File: src/rtl/matmul_pkg.sv
// Shared types and constants for the matmul_engine coprocessor.
package matmul_pkg;

   typedef enum logic [1:0] {StIdle, StCompute, StDone} state_t;

   localparam int unsigned DefN        = 4;
   localparam int unsigned DefDataW    = 8;
   localparam int unsigned DefAccW     = 20;
   localparam int unsigned DefSaturate = 0;

   // Bounds are bit patterns in the low acc_w bits (lo is the two's complement minimum).
   typedef struct packed {
      logic [63:0] hi;
      logic [63:0] lo;
   } sat_bounds_t;

   function automatic sat_bounds_t sat_bounds(input int unsigned acc_w, input logic is_signed);
      sat_bounds_t bnd;
      if (is_signed) begin
         bnd.hi = (64'd1 << (acc_w - 1)) - 64'd1;
         bnd.lo = 64'd1 << (acc_w - 1);
      end else begin
         bnd.hi = (64'd1 << acc_w) - 64'd1;
         bnd.lo = '0;
      end
      return bnd;
   endfunction

endpackage

File: src/rtl/matmul_engine_mac.sv
// Combinational multiply-accumulate step with overflow detection and optional clamping.
module mac_unit
   import matmul_pkg::*;
#(
   parameter int unsigned DATA_W   = DefDataW,
   parameter int unsigned ACC_W    = DefAccW,
   parameter int unsigned SATURATE = DefSaturate
) (
   input  logic [ACC_W-1:0]  base,
   input  logic [DATA_W-1:0] a,
   input  logic [DATA_W-1:0] b,
   input  logic              signed_mode,
   output logic [ACC_W-1:0]  result,
   output logic              ovf
);

   localparam int unsigned EW = ACC_W + 1;
   localparam sat_bounds_t UBnd = sat_bounds(ACC_W, 1'b0);
   localparam sat_bounds_t SBnd = sat_bounds(ACC_W, 1'b1);

   logic [EW-1:0] a_x, b_x, base_x, prod_x, sum_x;

   always_comb begin
      a_x    = {{(EW - DATA_W){signed_mode & a[DATA_W-1]}}, a};
      b_x    = {{(EW - DATA_W){signed_mode & b[DATA_W-1]}}, b};
      base_x = {signed_mode & base[ACC_W-1], base};
      // The true 2*DATA_W product always fits in EW bits, so a modulo-EW multiply is exact.
      prod_x = a_x * b_x;
      sum_x  = base_x + prod_x;
      ovf    = signed_mode ? (sum_x[EW-1] ^ sum_x[EW-2]) : sum_x[EW-1];
      result = sum_x[ACC_W-1:0];
      if (ovf && (SATURATE != 0)) begin
         if (!signed_mode) begin
            result = UBnd.hi[ACC_W-1:0];
         end else if (sum_x[EW-1]) begin
            result = SBnd.lo[ACC_W-1:0];
         end else begin
            result = SBnd.hi[ACC_W-1:0];
         end
      end
   end

endmodule

File: src/rtl/matmul_engine.sv
// N x N matrix-multiply coprocessor: C = A*B or C += A*B, one MAC per cycle.
module matmul_engine
   import matmul_pkg::*;
#(
   parameter int unsigned N        = DefN,
   parameter int unsigned DATA_W   = DefDataW,
   parameter int unsigned ACC_W    = DefAccW,
   parameter int unsigned SATURATE = DefSaturate,
   localparam int unsigned AW      = $clog2(N * N)
) (
   input  logic              clk,
   input  logic              rst,
   input  logic              a_wr_en,
   input  logic [AW-1:0]     a_wr_addr,
   input  logic [DATA_W-1:0] a_wr_data,
   input  logic              b_wr_en,
   input  logic [AW-1:0]     b_wr_addr,
   input  logic [DATA_W-1:0] b_wr_data,
   input  logic              start,
   input  logic              accumulate,
   input  logic              signed_mode,
   output logic              busy,
   output logic              done,
   output logic              overflow,
   input  logic [AW-1:0]     c_rd_addr,
   output logic [ACC_W-1:0]  c_rd_data
);

   localparam int unsigned IW = $clog2(N);
   localparam logic [IW-1:0] IdxMax = IW'(N - 1);

   logic [DATA_W-1:0] a_mem [N*N];
   logic [DATA_W-1:0] b_mem [N*N];
   logic [ACC_W-1:0]  c_mem [N*N];

   state_t            state;
   logic [IW-1:0]     i, j, k;
   logic [ACC_W-1:0]  acc;
   logic              acc_mode, sgn_mode;

   logic [AW-1:0]     a_idx, b_idx, c_idx;
   logic [ACC_W-1:0]  mac_base, mac_result;
   logic              mac_ovf;
   logic              row_end;

   always_comb begin
      a_idx    = AW'(32'(i) * N + 32'(k));
      b_idx    = AW'(32'(k) * N + 32'(j));
      c_idx    = AW'(32'(i) * N + 32'(j));
      row_end  = (k == IdxMax);
      mac_base = acc;
      if (k == '0) begin
         mac_base = acc_mode ? c_mem[c_idx] : '0;
      end
   end

   mac_unit #(
      .DATA_W   (DATA_W),
      .ACC_W    (ACC_W),
      .SATURATE (SATURATE)
   ) u_mac (
      .base        (mac_base),
      .a           (a_mem[a_idx]),
      .b           (b_mem[b_idx]),
      .signed_mode (sgn_mode),
      .result      (mac_result),
      .ovf         (mac_ovf)
   );

   // Operand buffers are frozen while a job is running.
   always_ff @(posedge clk) begin
      if (a_wr_en && (state != StCompute)) begin
         a_mem[a_wr_addr] <= a_wr_data;
      end
      if (b_wr_en && (state != StCompute)) begin
         b_mem[b_wr_addr] <= b_wr_data;
      end
      if (!rst && (state == StCompute) && row_end) begin
         c_mem[c_idx] <= mac_result;
      end
   end

   always_ff @(posedge clk) begin
      if (rst) begin
         c_rd_data <= '0;
      end else begin
         c_rd_data <= c_mem[c_rd_addr];
      end
   end

   always_ff @(posedge clk) begin
      if (rst) begin
         state    <= StIdle;
         i        <= '0;
         j        <= '0;
         k        <= '0;
         acc      <= '0;
         acc_mode <= 1'b0;
         sgn_mode <= 1'b0;
         busy     <= 1'b0;
         done     <= 1'b0;
         overflow <= 1'b0;
      end else begin
         done <= 1'b0;
         unique case (state)
            StIdle: begin
               if (start) begin
                  acc_mode <= accumulate;
                  sgn_mode <= signed_mode;
                  overflow <= 1'b0;
                  i        <= '0;
                  j        <= '0;
                  k        <= '0;
                  busy     <= 1'b1;
                  state    <= StCompute;
               end
            end
            StCompute: begin
               acc <= mac_result;
               if (mac_ovf) begin
                  overflow <= 1'b1;
               end
               if (row_end) begin
                  k <= '0;
                  if (j == IdxMax) begin
                     j <= '0;
                     if (i == IdxMax) begin
                        i     <= '0;
                        busy  <= 1'b0;
                        done  <= 1'b1;
                        state <= StDone;
                     end else begin
                        i <= i + IW'(1);
                     end
                  end else begin
                     j <= j + IW'(1);
                  end
               end else begin
                  k <= k + IW'(1);
               end
            end
            StDone: begin
               state <= StIdle;
            end
            default: begin
               state <= StIdle;
            end
         endcase
      end
   end

endmodule

File: config.mk
export PLATFORM = sky130hd
export DESIGN_NAME = matmul_engine
export DESIGN_NICKNAME = d
export VERILOG_FILES = /design/src/rtl/matmul_pkg.sv /design/src/rtl/matmul_engine_mac.sv /design/src/rtl/matmul_engine.sv
export SDC_FILE = /design/constraint.sdc
export NUM_CORES = 1
export LEC_CHECK = 0
export CAP_MARGIN = 25
export CORE_MARGIN = 5
export CORE_UTILIZATION = 57
export DETAILED_ROUTE_END_ITERATION = 7
export GPL_TIMING_DRIVEN = 0
export PLACE_DENSITY = 0.77
export SLEW_MARGIN = 20
export SYNTH_ARGS = -nofsm -noshare
export SYNTH_HDL_FRONTEND = slang
export SYNTH_HIERARCHICAL = 1
export SYNTH_SLANG_ARGS = --single-unit
export TNS_END_PERCENT = 30
File: constraint.sdc
create_clock -name clk -period 8.6 [get_ports clk]
set_input_delay 1.72 -clock clk [delete_from_list [all_inputs] [get_ports clk]]
set_output_delay 1.72 -clock clk [all_outputs]
set_load 0.02 [all_outputs]
Yosys cells after proc, flatten, opt, wreduce, memory -nomap -nowiden
Memories as Yosys holds them, arrays and structs flattened. A register that Yosys moved wholly into a read port is not among the register bits.
Index checks and enable logic that the tools add are counted.

operators by class
  reduce and logical (&&, ||, !) cells = 16
  equality and inequality tests = 10
  $add $sub $neg = 7
  multiply operators = 1
  divide/modulo/power cells = 0
  $lt $le $gt $ge = 0
  bitwise logic cells = 7
  muxes and demuxes = 33
  shift operators = 0

operators by type and width
  operator                                               count
  two-way mux 20 bit                                     2
  two-way mux 2 bit                                      11
  adder 21 bit                                           1
  multiplier 9 x 9 -> 18 bit                             1
  one-hot mux 2 bit (2 select lines)                     4
  two-way mux 1 bit                                      14
  adder 4 x 2 -> 4 bit                                   3
  AND reduction 4 bit                                    2
  adder 2 x 1 -> 2 bit, second input constant            3
  equality test 2 bit, second input constant             3
  inequality test 2 x 1 -> 1 bit, second input constant  3
  inequality test 2 bit, second input constant           3
  AND reduction 3 bit                                    2
  AND reduction 5 bit                                    1
  logical AND 1 bit                                      4
  zero test 2 bit                                        2
  one-hot mux 1 bit (2 select lines)                     2
  AND reduction 2 bit                                    2
  OR reduction 4 bit                                     1
  bitwise AND 1 bit                                      3
  NOT 1 bit                                              3
  equality test 2 x 1 -> 1 bit, second input constant    1
  nonzero test 2 bit                                     1
  zero test 1 bit                                        1
  bitwise XOR 1 bit                                      1

storage, ports and cells
  bits in latches = 0
  bits in registers = 33
  memory bits (read-only) = 0
  memories kept = 3
  bits in writable memories = 576

memories
  memory  depth  bits a word  rd ports  clocked after Yosys merged registers in  write ports  line                 text
  c_mem   16     20           2         1                                        1            matmul_engine.sv:34  logic [ACC_W-1:0] c_mem [N*N];
  a_mem   16     8            1         0                                        1            matmul_engine.sv:32  logic [DATA_W-1:0] a_mem [N*N];
  b_mem   16     8            1         0                                        1            matmul_engine.sv:33  logic [DATA_W-1:0] b_mem [N*N];

Depth between registers and ports, before layout
An unclocked memory read counts as a cell.

  depth after elaboration = 10
  mapped depth = 37
  gate-level depth less buffers = 34

Hierarchy
The synthesis kept the hierarchy.

by module, submodules not included
  module         area each (µm²)  times used  cells an instance
  matmul_engine  26,778.2         1           1,475
  mac_unit       3,958.8          1           469

Least setup slack after synthesis
OpenSTA, ideal clock, no wires.

  kind = reg-to-reg
  start = register j[1]
  end = register overflow
  arrival time = 8.272 ns
  stages on the path, launching flop included = 36
  clock period less this slack = 8.399 ns
  setup slack = 0.201 ns
  cell sequence = dfxtp_1 -> buf_2 -> clkbuf_1 -> mux4_2 -> mux4_2 -> clkbuf_1 -> nand2_1 -> or2_2 -> fa_1 -> fa_1 -> inv_1 -> fa_1 -> fa_1 -> inv_1 -> fa_1 -> inv_1 -> ha_1 -> inv_1 -> o21bai_1 -> a21oi_1 -> nor2b_1 -> o21a_1 -> o31a_1 -> o41ai_1 -> xnor2_1 -> ha_1 -> nand3_1 -> a21oi_1 -> o21ai_2 -> a31oi_1 -> xor2_1 -> xor2_1 -> nand2_1 -> xnor2_1 -> a22oi_1 -> nor2_1

between the ends
  elaborated cells between the ends (all ways) = 14
  those cells by class = add/sub (3); mul (1); eq/ne (1); mux (3); bitwise (3); reduce/logical (1); memory (2)

RTL lines
  element                                                                line                                          text
  start: declaration                                                     matmul_engine.sv:37                           logic [IW-1:0] i, j, k;
  start signal: assignment                                               matmul_engine.sv:136                          j <= j + IW'(1);
  adder 4 x 2 -> 4 bit (on tied branches)                                matmul_engine.sv:48, matmul_engine.sv:49
  memory read (16 x 8 bit) or memory read (16 x 20 bit) (tied branches)  --
  bitwise AND 1 bit or two-way mux 20 bit (tied branches)                matmul_engine_mac.sv:25, matmul_engine.sv:53
  multiplier 9 x 9 -> 18 bit or two-way mux 20 bit (tied branches)       matmul_engine_mac.sv:28, matmul_engine.sv:52
  adder 21 bit *                                                         matmul_engine_mac.sv:29                       sum_x = base_x + prod_x;
  via mac_result[19]                                                     matmul_engine.sv:42                           logic [ACC_W-1:0] mac_base, mac_result;
  bitwise XOR 1 bit *                                                    matmul_engine_mac.sv:30                       ovf = signed_mode ? (sum_x[EW-1] ^ sum_x[EW-2]) : sum_x[EW-1];
  two-way mux 1 bit *                                                    matmul_engine_mac.sv:30
  via mac_ovf                                                            matmul_engine.sv:43                           logic mac_ovf;
  inequality test 2 bit (no source line) *                               --
  AND reduction 3 bit (no source line) *                                 --
  end signal: assignment                                                 matmul_engine.sv:102                          overflow <= 1'b0;
  end signal: assignment                                                 matmul_engine.sv:110                          overflow <= 1'b0;
  end signal: assignment                                                 matmul_engine.sv:121                          overflow <= 1'b1;
  end: declaration                                                       matmul_engine.sv:24                           output logic overflow,

Mark *: on every way through the listed nets, which the timed path passes. The rest lies on a longest branch.
A chain may end at the register's enable or synchronous reset.

Worst setup path in the final report
  start = register k[0]
  end = register overflow

between the ends
  word-level cells in the longest chain between the ends = 9
  elaborated cells between the ends (all ways) = 15
  those cells by class = add/sub (3); mul (1); eq/ne (1); mux (2); bitwise (4); reduce/logical (2); memory (2)

RTL lines
  element                                      line                                              text
  start: declaration                           matmul_engine.sv:37
  start signal: assignment                     matmul_engine.sv:139                              k <= k + IW'(1);
  adder 4 x 2 -> 4 bit (on tied branches)      matmul_engine.sv:47, matmul_engine.sv:48
  memory read (16 x 8 bit) (on tied branches)  --
  bitwise AND 1 bit (on tied branches)         matmul_engine_mac.sv:24, matmul_engine_mac.sv:25
  multiplier 9 x 9 -> 18 bit                   matmul_engine_mac.sv:28                           prod_x = a_x * b_x;
  adder 21 bit *                               matmul_engine_mac.sv:29
  via mac_result[19]                           matmul_engine.sv:42
  bitwise XOR 1 bit *                          matmul_engine_mac.sv:30
  two-way mux 1 bit *                          matmul_engine_mac.sv:30
  via mac_ovf                                  matmul_engine.sv:43
  inequality test 2 bit (no source line) *     --
  AND reduction 3 bit (no source line) *       --

Marks and branches as above.

==> results.md <==
- # diodes: 0
- Final Cell Area: 34,800 µm²
- Area Growth Syn to Fin: 13.3%
- Footprint of the multi-input gates: 11,700 µm²
- Syn Nets: 2,119
- Initial antenna violation count: 1
- Core box area: 53,600 µm²
- Storage element area: 18,400 µm²
- Hold-fix buffers, CTS: 0
- ANT nets after route: 0
- Clock slew at reported path FFs: 60 ps
- HP Class: flip-flop to flip-flop
- Tot GR Track Use: 24.4%
- Global route overflow: 0
- Clk buf depth: 3
- Worst hold margin: 454 ps
- Critical-path top delay cell: fa_2
- Avg Synthesized Cell Area: 15.8 µm²
- PwrDens: 295 nW/µm²
- Number of flops mapped to enable cells by yosys: 576
- Max cap viols: 0
- Mapped Cells: 1,944
- DRT Pass-1 Iters: 6
- Final WL: 73.0 mm
- Synth area leaders: edfxtp_1, mux4_2, mux2i_1
- Most common cell after layout, fill and taps aside: edfxtp_1
- Unique masters post-synth: 57
- Setup violations, final: 0
- Critical path depth: 31
- # placed instances: 2,693
- Final Util: 64.9%
- Global-route wire length before repair: 110 mm
- DRC violation count after routing: 0
- Syn Std Cell Area: 30,700 µm²
- Worst Hold Launch: acc[4]
- Critical Path Sink Type: flip-flop
- Crit Reg-Reg Startpoint: k[0]
- Tmin final: 8330 ps
- Seq/Total Area, Yosys: 59.7%
- Post-DR wirelength/cell: 25.8 µm
- Fillers: 3,700
- Nature of the critical path startpoint: flip-flop
- Main flop type after synthesis: edfxtp_1
- Largest fanout on the critical path: 10
- Pleak: 12.1 nW
- Worst setup path startpoint: k[0]
- Clock Tree Root: clkbuf_16
- Initial Utilization: 57.3%
- Fin. Hold Viols: 0
- Reg2Reg Depth: 31
- CTS tree: built
- Gp weighted congestion: 0.873
- Post-synth ARST share: 0%
- Via count: 18,100
- Actual slew at the worst max-slew pin: 1080 ps
- Relative max-transition margin: 28.0%
- Initial DRC count: 1,835
- DR vias/cell: 6.37
- Nets: 2,268
- # port buffers: 53
- Vias in the first global route: 18,500
- Layout cells sized above 1: 17.3%
- Buffers and inverters on the worst path: 6
- F_max: 120 MHz
- FF+latch count, synth: 629
- Period Utilization, post-route: 96.9%
- Area leader, netlist: edfxtp_1
- CP Class: flip-flop to flip-flop
- I/O pin count: 58
- Most frequent cells in the layout: edfxtp_1, mux2i_1, mux4_2, nand2_1, inv_1
- Most frequent CP cell: a21oi_1
- Post-Route Skew: 29.9 ps
- Required time of the critical path: 9050 ps
- Post-route insts no fill: 2,835
- Post-Place Cell Area: 32,300 µm²
- CTS buffer count: 66
- Final-report max-slew violation count: 0
- Chip height: 242 µm
- Worst-Skew Late Latency: 600 ps
- Critical path arrival: 8790 ps
- CTS sink cnt: 629
- Largest delay share family, worst path: adder cells
- Largest net degree at the start of global routing: 21
- Die Width: 242 µm
- Die footprint: 58,700 µm²
- H-tree depth: 3
- Top cell type's share of synthesized area: 56.3%
- Worst-case vdd ir drop: 0.236 mV
- Row cnt: 85
- Max incr delay on CP: 630 ps
- Hpwl dp: 50.3 mm
- Number of warnings issued by yosys: 6
- Status: complete, no violations
- Hold Crit Depth: 2
-- final timing paths --
| path | to | slack, ps |
|---|---|---|
| max reg2reg | overflow | 270 |
| max | overflow | 270 |
| min reg2reg | acc[4] | 450 |
| min | acc[4] | 450 |
-- through the flow --
| stage | power [mW] | setup slack (ps) | setup TNS, ps |
|---|---|---|---|
| floorplan | 6.41 | 201 | 0 |
| global placement | 7.16 | -1460 | -96440 |
| detailed placement | 7.39 | -1400 | -92200 |
| CTS | 10.1 | 15.7 | 0 |
| global route | 10.7 | -34.1 | -63.1 |
| finish | 10.3 | 268 | 0 |
-- worst reg2reg max path, delay by kind of cell, from the launching register on --
kind            cells  cell delay, ps
compound gates      7            1130
xor+xnor            4             680
fa+ha+maj           7            3170
buf+inv             6             810
flops               1             360
mux                 2            1140
simple gates        5             930
-- power by group --
part           switching (mW)  internal [mW]
Sequential             0.0184           4.39
Combinational            2.11           1.00
Clock                    1.16           1.56
Total                    3.30           6.96
-- registers in the layout, summed over array words and instances (netlist names), 20 cells and up --
name	count
b_mem	128
c_mem	320
acc	20
c_rd_data	20
a_mem	128
-- routing by layer --
metal | share of wire [%] | GRT usage [%] | vias to the layer above
li1 | - | - | 7824
met1 | 38 | 31.7 | 9163
met2 | 50 | 41.7 | 907
met3 | 9.0 | 5.60 | 157
met4 | 2.8 | 7.33 | 2
met5 | 0.018 | 0 | -
-- cell type report --
type,instances,share of cell area [%]
repair buffers,91,2.43
multi-input cells,1107,33.7
flip-flops and latches,629,52.7
inverters,98,1.06
well taps,696,2.50
clock inverters,27,0.604
plain buffers,100,1.69
clock buffers,87,5.27
-- cell families (layout without fill, tap and decap cells) --
| family | Yosys count | count (layout) | share of synthesized area, % |
|---|---|---|---|
| buf+inv | 208 | 403 | 3.02 |
| compound gates | 201 | 201 | 4.20 |
| simple gates | 365 | 365 | 5.84 |
| fa+ha+maj | 140 | 140 | 7.43 |
| xor+xnor | 38 | 38 | 1.08 |
| mux | 363 | 363 | 18.7 |
| flops | 629 | 629 | 59.7 |
-- synthesized netlist by cell type, drive strengths merged (27+ instances only) --
cell type,number
nand3,71
ha,69
and3,27
xnor2,30
nand2,114
edfxtp,576
mux4,160
nand2b,30
mux2i,202
clkbuf,64
inv,98
fa,71
a22oi,62
and2,31
nor2,51
buf,46
dfxtp,53
a21oi,71
-- what timing repair did --
action / 4_1_cts / 5_1_grt
buffers inserted: 2 / 32
resized for setup: 15 / 31
endpoints found under the setup margin: 154 / 103
pin swaps: 2 / 9
(Power assumes the default switching activity.)
==> edit: new RTL, same flow settings <==
Set the package constant `DefN` to 2 (it was 4).
--- a/src/rtl/matmul_pkg.sv
+++ b/src/rtl/matmul_pkg.sv
@@ -5,3 +5,3 @@
 
-   localparam int unsigned DefN        = 4;
+   localparam int unsigned DefN        = 2;
    localparam int unsigned DefDataW    = 8;
Ports: changed (resized a_wr_addr, b_wr_addr and c_rd_addr); port bits go from 58 to 52. No check against the original RTL was run, so the function may have changed too.
==> edit against the original RTL <==
  * Routed wire length shrank 67%
  * Synthesized area shrank 62%
  * Worst setup slack improved by 0.26 ns
  * Cell area is 62% lower
  * Clock skew decreased by 0.019 ns
  * Sequential cell count fell by 435
  * Synthesized cell count decreased by 53%
  * Power down 64%
  * Count of clock-buffer cells in the layout is 69 lower
==> edit: results (changes against the original RTL) <==
hpwl dp: 17800 um (-65%)
R2R cell count: 30 (-3.2%)
initial antenna violation count: 0 (-1)
status: finished, final reports clean
met1 WL: 10500 um (-62%)
met2 wire length: 11800 um (-68%)
Tightest Pin Transition: 0.787 ns (-0.292 ns)
Clock Tree Buf Depth: 2 (-1)
number of buffers created by CTS: 17 (-74%)
drt total wl: 23900 um (-67%)
switching pwr: 1420 uW (-57%)
Fillers: 1456 (-61%)
share of layout cells above drive strength 1: 0.131 (-0.0427)
PortBufs: 48 (-9.4%)
first-pass GRT wire length: 39300 um (-64%)
post-synthesis sequential area ratio: 0.454 (-0.143)
Cells after DPL: 1234 (-54%)
H-tree lvl count: 4 (+1)
Worst EP arrival: 8.39 ns (-0.40 ns)
Pre-antenna DRT Iters: 5 (-1)
Tot GR Track Use: 0.211 (-0.0330)
top post-synthesis cells by area: edfxtp_1 (37%), fa_1 (12%), mux4_2 (9.2%)
Placer Congestion: 0.882 (+0.95%)
Mapped Cells: 907 (-53%)
clock latency on the worst-skew pair: 0.44 ns (-0.16 ns)
vias in the first global route: 7610 (-59%)
pin count of the biggest net entering global routing: 20 (-4.8%)
## edit: area by class of cell
class | count | area [um2] | share of cell area
multi-input cells | 577 | 5820 | 0.439
inverters | 89 | 334 | 0.0252
plain buffers | 45 | 299 | 0.0226
clock inverters | 14 | 149 | 0.0112
flip-flops and latches | 194 | 5330 | 0.402
repair buffers | 57 | 548 | 0.0414
well taps | 270 | 338 | 0.0255
clock buffers | 18 | 439 | 0.0331
## edit: power groups by stage
stage	clock network, uW	logic [uW]	registers, uW
floorplan	0	1230	1280
global placement	0	1570	1280
detailed placement	0	1610	1280
CTS	787	1640	1260
global route	832	1850	1260
finish	778	1640	1260
## edit: metal layers
layer | up-vias | track usage
met5 | - | 0
met4 | 0 | 0.0580
met3 | 35 | 0.0370
met2 | 218 | 0.351
met1 | 3670 | 0.291
li1 | 3371 | -
## edit: timing repair
item,4_1_cts,5_1_grt
setup endpoints to repair,0,11
hold buffers,0,0
gates resized for setup,0,2
## edit: how the worst min path moves through the flow
stage,start,to,slack (ns),cells past startpoint
floorplan,acc_mode,acc_mode,0.43,2
global placement,acc[17],acc[17],0.44,2
detailed placement,acc_mode,acc_mode,0.45,2
CTS,acc_mode,acc_mode,0.46,2
global route,acc[9],acc[9],0.48,2
finish,acc[19],acc[19],0.46,2
## edit: kinds of logic after synthesis
family	synth area share
compound gates	0.0698
xor+xnor	0.0298
fa+ha+maj	0.184
buf+inv	0.0546
flops	0.454
mux	0.110
simple gates	0.0973
## edit: through the flow
step	area, um2	worst slack [ns]	total power, uW	utilization
global placement	12500	0.397	2850	0.620
finish	13300	0.526	3680	0.655
floorplan	11700	1.28	2510	-
CTS	13200	0.290	3680	0.655
global route	13300	0.00964	3940	0.655
detailed placement	12700	0.355	2890	0.626
## edit: worst max-delay path, delay by kind of cell (launching register included)
family / cells / cell delay (ns)
xor gates and xnor gates: 3 / 0.49
adders and majority gates: 7 / 3.23
buffers and inverters: 6 / 0.90
AOI/OAI and AO/OA: 8 / 1.71
DFF: 1 / 0.43
muxes: 1 / 0.45
and+or+nand+nor: 5 / 0.73
